### config.mk
export PLATFORM = sky130hd
export DESIGN_NAME = fetch_pc_unit
export DESIGN_NICKNAME = d
export VERILOG_FILES = /design/src/rtl/fetch_pc_unit.sv
export SDC_FILE = /design/constraint.sdc
export NUM_CORES = 1
export LEC_CHECK = 0
export CAP_MARGIN = 20
export CORE_MARGIN = 2
export CORE_UTILIZATION = 45
export DETAILED_ROUTE_END_ITERATION = 16
export PLACE_DENSITY = 0.89
export SYNTH_ARGS = -nofsm -noshare
export SYNTH_HDL_FRONTEND = slang
export SYNTH_SLANG_ARGS = --single-unit
### constraint.sdc
create_clock -name clk -period 19.67 [get_ports clk]
set_clock_uncertainty 0.1 [all_clocks]
set_input_delay 5.901 -clock clk [delete_from_list [all_inputs] [get_ports clk]]
set_output_delay 5.901 -clock clk [all_outputs]
set_load 0.1 [all_outputs]
### src/rtl/fetch_pc_unit.sv
// MIPS instruction-fetch stage: PC register, IF/ID register and a one-outstanding imem handshake.
// Optional PC_ALIGN_CHECK_EN adds a sticky pc_misalign output and word-aligns every loaded PC.
module fetch_pc_unit #(
  parameter logic [31:0] RESET_PC = 32'h0000_0000
) (
  input  logic        clk,
  input  logic        reset,
  input  logic [31:0] next_pc,
  input  logic        pc_src,
  input  logic        stall,
  output logic        imem_req,
  output logic [31:0] imem_addr,
  input  logic        imem_ack,
  input  logic [31:0] imem_rdata,
  output logic [31:0] pc,
  output logic [31:0] pc_plus4,
  output logic        if_id_valid,
  output logic [31:0] if_id_instr,
  output logic [31:0] if_id_pc_plus4
`ifdef PC_ALIGN_CHECK_EN
  ,
  output logic        pc_misalign
`endif
);

  typedef enum logic [1:0] {
    IDLE,
    REQ,
    DRAIN,
    HOLD
  } state_e;

  state_e      state_q, state_d;
  logic [31:0] pc_q, pc_d;
  logic        valid_q, valid_d;
  logic [31:0] instr_q, instr_d;
  logic [31:0] ifpp4_q, ifpp4_d;
  logic [31:0] buf_q, buf_d;
  logic [31:0] tgt_q, tgt_d;
  logic [31:0] pc_load;

  logic pc_ld_next, pc_ld_tgt, ifid_ld_mem, ifid_ld_buf, ifid_clr, buf_ld, tgt_ld;

`ifdef PC_ALIGN_CHECK_EN
  logic misalign_q, misalign_d;
  assign pc_load = {next_pc[31:2], 2'b00};
`else
  assign pc_load = next_pc;
`endif

  assign pc_plus4 = pc_q + 32'd4;

  always_ff @(posedge clk or posedge reset) begin
    if (reset) state_q <= IDLE;
    else       state_q <= state_d;
  end

  always_comb begin
    state_d = state_q;
    unique case (state_q)
      IDLE:  state_d = REQ;
      REQ: begin
        if (imem_ack) state_d = (!pc_src && stall) ? HOLD : REQ;
        else if (pc_src) state_d = DRAIN;
      end
      DRAIN: if (imem_ack) state_d = REQ;
      HOLD:  if (pc_src || !stall) state_d = REQ;
      default: state_d = IDLE;
    endcase
  end

  always_comb begin
    imem_req    = 1'b0;
    pc_ld_next  = 1'b0;
    pc_ld_tgt   = 1'b0;
    ifid_ld_mem = 1'b0;
    ifid_ld_buf = 1'b0;
    ifid_clr    = 1'b0;
    buf_ld      = 1'b0;
    tgt_ld      = 1'b0;
    unique case (state_q)
      REQ: begin
        imem_req = 1'b1;
        if (imem_ack) begin
          if (pc_src) begin
            pc_ld_next = 1'b1;
            ifid_clr   = 1'b1;
          end else if (stall) begin
            buf_ld = 1'b1;
          end else begin
            ifid_ld_mem = 1'b1;
            pc_ld_next  = 1'b1;
          end
        end else if (pc_src) begin
          tgt_ld   = 1'b1;
          ifid_clr = 1'b1;
        end else if (!stall) begin
          ifid_clr = 1'b1;
        end
      end
      // The old request is still in flight; its response is dropped and the target takes over.
      DRAIN: begin
        imem_req = 1'b1;
        if (imem_ack) pc_ld_tgt = 1'b1;
      end
      HOLD: begin
        if (pc_src) begin
          pc_ld_next = 1'b1;
          ifid_clr   = 1'b1;
        end else if (!stall) begin
          ifid_ld_buf = 1'b1;
          pc_ld_next  = 1'b1;
        end
      end
      default: ;
    endcase
  end

  always_comb begin
    pc_d    = pc_q;
    valid_d = valid_q;
    instr_d = instr_q;
    ifpp4_d = ifpp4_q;
    buf_d   = buf_q;
    tgt_d   = tgt_q;
    if (pc_ld_next) pc_d = pc_load;
    if (pc_ld_tgt)  pc_d = tgt_q;
    if (tgt_ld)     tgt_d = pc_load;
    if (buf_ld)     buf_d = imem_rdata;
    if (ifid_clr)   valid_d = 1'b0;
    if (ifid_ld_mem || ifid_ld_buf) begin
      valid_d = 1'b1;
      instr_d = ifid_ld_mem ? imem_rdata : buf_q;
      ifpp4_d = pc_plus4;
    end
  end

  always_ff @(posedge clk or posedge reset) begin
    if (reset) begin
      pc_q    <= RESET_PC;
      valid_q <= 1'b0;
      instr_q <= '0;
      ifpp4_q <= '0;
      buf_q   <= '0;
      tgt_q   <= '0;
    end else begin
      pc_q    <= pc_d;
      valid_q <= valid_d;
      instr_q <= instr_d;
      ifpp4_q <= ifpp4_d;
      buf_q   <= buf_d;
      tgt_q   <= tgt_d;
    end
  end

`ifdef PC_ALIGN_CHECK_EN
  // Flagged when next_pc is captured, whether loaded directly or latched as a redirect target.
  assign misalign_d = misalign_q | ((pc_ld_next | tgt_ld) & (next_pc[1:0] != 2'b00));

  always_ff @(posedge clk or posedge reset) begin
    if (reset) misalign_q <= 1'b0;
    else       misalign_q <= misalign_d;
  end

  assign pc_misalign = misalign_q;
`endif

  assign imem_addr      = pc_q;
  assign pc             = pc_q;
  assign if_id_valid    = valid_q;
  assign if_id_instr    = instr_q;
  assign if_id_pc_plus4 = ifpp4_q;

endmodule

# After elaboration in Yosys (flattened, before gate mapping)
# Cells that the tools add are included.
dict set report totals {
  reg_bits 163
  in_bits 69
  memories 0
  wordCells 55
  romBits 0
  output_inout_bits 162
  latchBits 0
  ramBits 0
}
dict set report op_classes {
  shifts 0
  reduce_logical 10
  div_mod_pow 0
  bitwise 0
  n_mul 0
  add_sub_neg 1
  n_lt_le_gt_ge 0
  muxes 31
  n_eq_ne 6
}
# operator n
set ops {}
lappend ops {{two-way mux 32 bit} 3}
lappend ops {{adder 32 x 3 -> 32 bit, second input constant} 1}
lappend ops {{two-way mux 1 bit} 20}
lappend ops {{two-way mux 2 bit} 5}
lappend ops {{one-hot mux 2 bit (4 select lines)} 1}
lappend ops {{equality test 2 bit, second input constant} 2}
lappend ops {{inequality test 2 bit, second input constant} 2}
lappend ops {{one-hot mux 1 bit (2 select lines)} 2}
lappend ops {{nonzero test 2 bit} 2}
lappend ops {{inequality test 3 bit, second input constant} 1}
lappend ops {{AND reduction 3 bit} 1}
lappend ops {{equality test 2 x 1 -> 1 bit, second input constant} 1}
lappend ops {{logical NOT 1 bit} 2}
lappend ops {{logical NOT 2 bit} 1}
lappend ops {{logical OR 1 bit} 2}
lappend ops {{OR reduction 2 bit} 1}
lappend ops {{logical AND 1 bit} 1}

# Longest topological paths before layout
dict set report depth {
  depth_word 6
  ltp_mapped 10
  mapped_depth_nobuf 6
}

# Least setup slack after synthesis
# Ideal clock, no wire load.
dict set report synth_path {
  path_kind {reg-to-output}
  start {reg pc_q[5] (netlist: imem_addr[5])}
  end {out pc_plus4[19]}
  t_required_ns 13.669
  path_stages_with_launch 5
  t_arrival_ns 3.635
  n_path_buf 0
  slack_ns 10.034
  path_cell_list {dfrtp_1 > nand4_1 > nor4_2 > nand3_1 > xnor2_1}
}
dict set report synth_between {
  elab_chain_cells 1
}
# item line_no
set synth_lines {}
lappend synth_lines {{from (decl)} 34} ;# logic [31:0] pc_q, pc_d;
lappend synth_lines {{from (signal assigned)} 147} ;# pc_q <= pc_d;
lappend synth_lines {{adder 32 x 3 -> 32 bit} 51} ;# assign pc_plus4 = pc_q + 32'd4;
lappend synth_lines {{to (decl)} 16} ;# output logic [31:0] pc_plus4,
# No other way between the ends.

# Worst setup path after layout
dict set report layout_path {
  start {reg pc_q[6] (netlist: imem_addr[6])}
  end {out pc_plus4[31]}
}
# The elaborated chain is that of the path after synthesis.

==> impl_results.md <==
- Global-route wire length before repair: roughly 30000 um
- Async S/R FF share, synth: 1.000
- Routed wl met3: 1112 um
- Slew Limit Headroom: 0.2880
- Routability congestion estimate: 0.7963
- Metal-1 WL: 7753 um
- Clock transition at path regs: 0.06 ns
- Worst path max stage delay: ~1.2 ns
- Pin count of the biggest net entering global routing: a little under 100
- Status: completed
- Area grow syn2layout: 38.33%
- Hold_buf cts: 0
- WP data required: 13.67 ns
- CP max FO: 13
- Layout cells sized above 1: 0.1732
- Cell area after synthesis: 7443 um^2
- Post-synthesis area per instance: 11.65 um^2
- Pre-antenna DRT Iters: 4
- DP HPWL: roughly 13000 um
- Tightest Hold Check Type: register to register
- Syn nets: 712
- Fin nets: 897
- Synthesis warning total: 0
- Yosys reg bits: between 150 and 200
- DR vias/cell: 5.242
- Die area: 17590 um^2
- Starting Density: 0.4553
- Worst reg-to-reg setup slack: 16.96 ns
- Latest clock arrival within the worst-skew pair: 0.42 ns
- Setup violators final: 0
- Crit-path cells: nand4_4 -> nor4b_4 -> nand4_1 -> xnor2_1 -> clkdlybuf4s50_1
- H-Tree Depth: 4
- Antenna violations before repair: 1
- Crit end category: output port
- Post-synth cell types: 33
- Final setup TNS: 0 ns
- Crit-path leading delay family: buffers and inverters
- Clock buffer depth: 2
- Cells resized by post-CTS repair: 0
- Top Layer Used: met5
- Die Width: approximately 130 um
- Final period util: 0.4911
- Bufs and invs on worst path: 1
- Clk sink count: ~160
- Critical path's slowest cell: clkdlybuf4s50_1
- Vias in the first global route: 5623
- Routed wire length: approximately 19000 um
- Cells after synthesis: 639
- Post-route ant nets: 0
- Overflow after GRT: 0
- Setup Fix Bufs, Post-CTS: 0
- Row cnt: 47
- CP arrival: about 3.7 ns
- Critical path startpoint category: register
- Main synth FF type: dfrtp_1
- Gr usage total: 0.2144
- Setup CP Type: register to output port
- DR WL/cell: 17.52 um
- Area of the core: between 15000 and 20000 um^2
- Final worst path period need: 9.661 ns
- DR iter-0 viols: around 300
- Routed length on met2: 9219 um
- Final Hold Viols: 0
- MaxCap Viol Count: 0
- I/O Pins: 231
- Input/output buffers: 230
- Post-route DRC: 0
- Clock root cell: clkbuf_16
- Worst-margin pin slew: ~1.1 ns
- CTS tree: built
- Fmax: 103.5 MHz
- Pins Over Slew Limit: 0
- EDFF count, synth: 0
- Via count: 5541
- Unrepaired setup endpoints after global routing: no
- Register area share after synthesis: 0.5480
- Antenna cells: 0
- Die Y: between 100 and 150 um
- Cts bufs inserted: 17
-- state kept, by name, summed over array words and instances (netlist names) --
name / count
buf_q: 32
if_id_instr: 32
if_id_pc_plus4: 32
if_id_valid: 1
imem_addr: 32
state_q: 2
tgt_q: 32
-- metrics by stage --
step / cell area (um^2) / setup slack [ns] / hold WS, ns / std cells / utilization
3_3_place_gp: 9681 / 10.51 / 0.3603 / 1024 / 0.5921
5_1_grt: 10300 / 9.822 / 0.4025 / 1057 / 0.6298
2_1_floorplan: 7443 / 9.264 / 0.3787 / 639 / -
6_report: 10300 / 10.01 / 0.3811 / 1057 / 0.6298
4_1_cts: 10300 / 9.956 / 0.3832 / 1057 / 0.6298
3_5_place_dp: 9701 / 10.41 / 0.3689 / 1025 / 0.5934
-- worst reg2reg max path: stages (launching register included) --
cell and delay, ns:
dfrtp_1 0.41, inv_1 0.06, ha_1 0.28, a21oi_1 0.36
or3_4 0.90, mux2_2 0.49
-- metal layers --
metal  track usage  vias up
met1        0.2668     2749
met4       0.07467        2
li1              -     2594
met5             0        -
met2        0.3610      168
met3       0.05900       28
-- synthesized netlist by cell type (all sizes together) (2+ instances only) --
| cell | number | area [um^2] |
|---|---|---|
| dfrtp | 163 | 4079 |
| mux2 | 95 | 1070 |
| nand2 | 52 | 195.2 |
| buf | 51 | 337.8 |
| nor2 | 38 | 142.6 |
| o21ai | 38 | 190.2 |
| a21oi | 36 | 180.2 |
| mux2i | 32 | 320.3 |
| o22ai | 32 | 200.2 |
| xnor2 | 23 | 239.0 |
| clkbuf | 19 | 73.82 |
| nand3 | 13 | 65.06 |
| nand4 | 12 | 90.09 |
| inv | 8 | 30.03 |
| nor3 | 5 | 25.02 |
| xor2 | 5 | 43.79 |
| ha | 4 | 50.05 |
| nor4 | 4 | 31.28 |
| and3 | 3 | 18.77 |
| and4 | 2 | 17.52 |
-- area by class of cell --
cell class | instances | area [um^2]
clock inverters | 12 | 128.9
well taps | 220 | 275.3
inverters | 8 | 35.03
repair buffers | 236 | 2360
fillers | 1294 | 6052
flip-flops and latches | 163 | 4079
clock buffers | 20 | 466.7
multi-input cells | 398 | 2952
-- cells by family (layout without fill, tap and decap cells) --
kind of cell / Yosys count / after routing / synth area share
AO/OA/AOI/OAI: 107 / 107 / 0.07766
XOR/XNOR: 28 / 28 / 0.03799
adder cells (fa/ha/maj): 4 / 4 / 0.006724
buffers and inverters: 78 / 276 / 0.05934
flip-flops: 163 / 163 / 0.5480
multiplexers: 127 / 127 / 0.1868
AND/OR/NAND/NOR: 132 / 132 / 0.08355
-- worst paths after layout --
kind | startpoint | end | depth (start not counted)
setup / recovery | imem_addr[6]$_DFFE_PP0P_ | pc_plus4[31] | 5
hold / removal | if_id_instr[17]$_DFFE_PP0P_ | if_id_instr[17]$_DFFE_PP0P_ | 2
setup reg to reg | state_q[1]$_DFFE_PP0P_ | if_id_pc_plus4[7]$_DFFE_PP0P_ | 5
hold reg to reg | if_id_instr[17]$_DFFE_PP0P_ | if_id_instr[17]$_DFFE_PP0P_ | 2
max in group asynchronous | reset | imem_addr[27]$_DFFE_PP0P_ | 3
min in group asynchronous | reset | if_id_instr[13]$_DFFE_PP0P_ | 2
-- cell usage in the layout, fill, tap and decap left out, types with 2 or more instances in the layout --
master             n
bufinv_16          2
clkbuf_8           3
nor2_1            38
clkbuf_16         17
nand4_1           11
inv_6              3
xnor2_2            5
clkdlybuf4s50_1  230
buf_4              5
dfrtp_1          163
clkinv_2           4
inv_1              7
and4_1             2
xnor2_1           18
nand3_1           12
o21ai_0           37
xor2_1             5
mux2_1             2
mux2_2            93
o22ai_1           32
nand2_1           51
nor3_1             4
clkinvlp_4         3
and3_1             3
mux2i_1           32
nor4_1             3
a21oi_1           36
ha_1               4
Power is left out: the tool's default activity adds up to more than one toggle a clock period on the data nets, which glitch-free logic cannot reach.
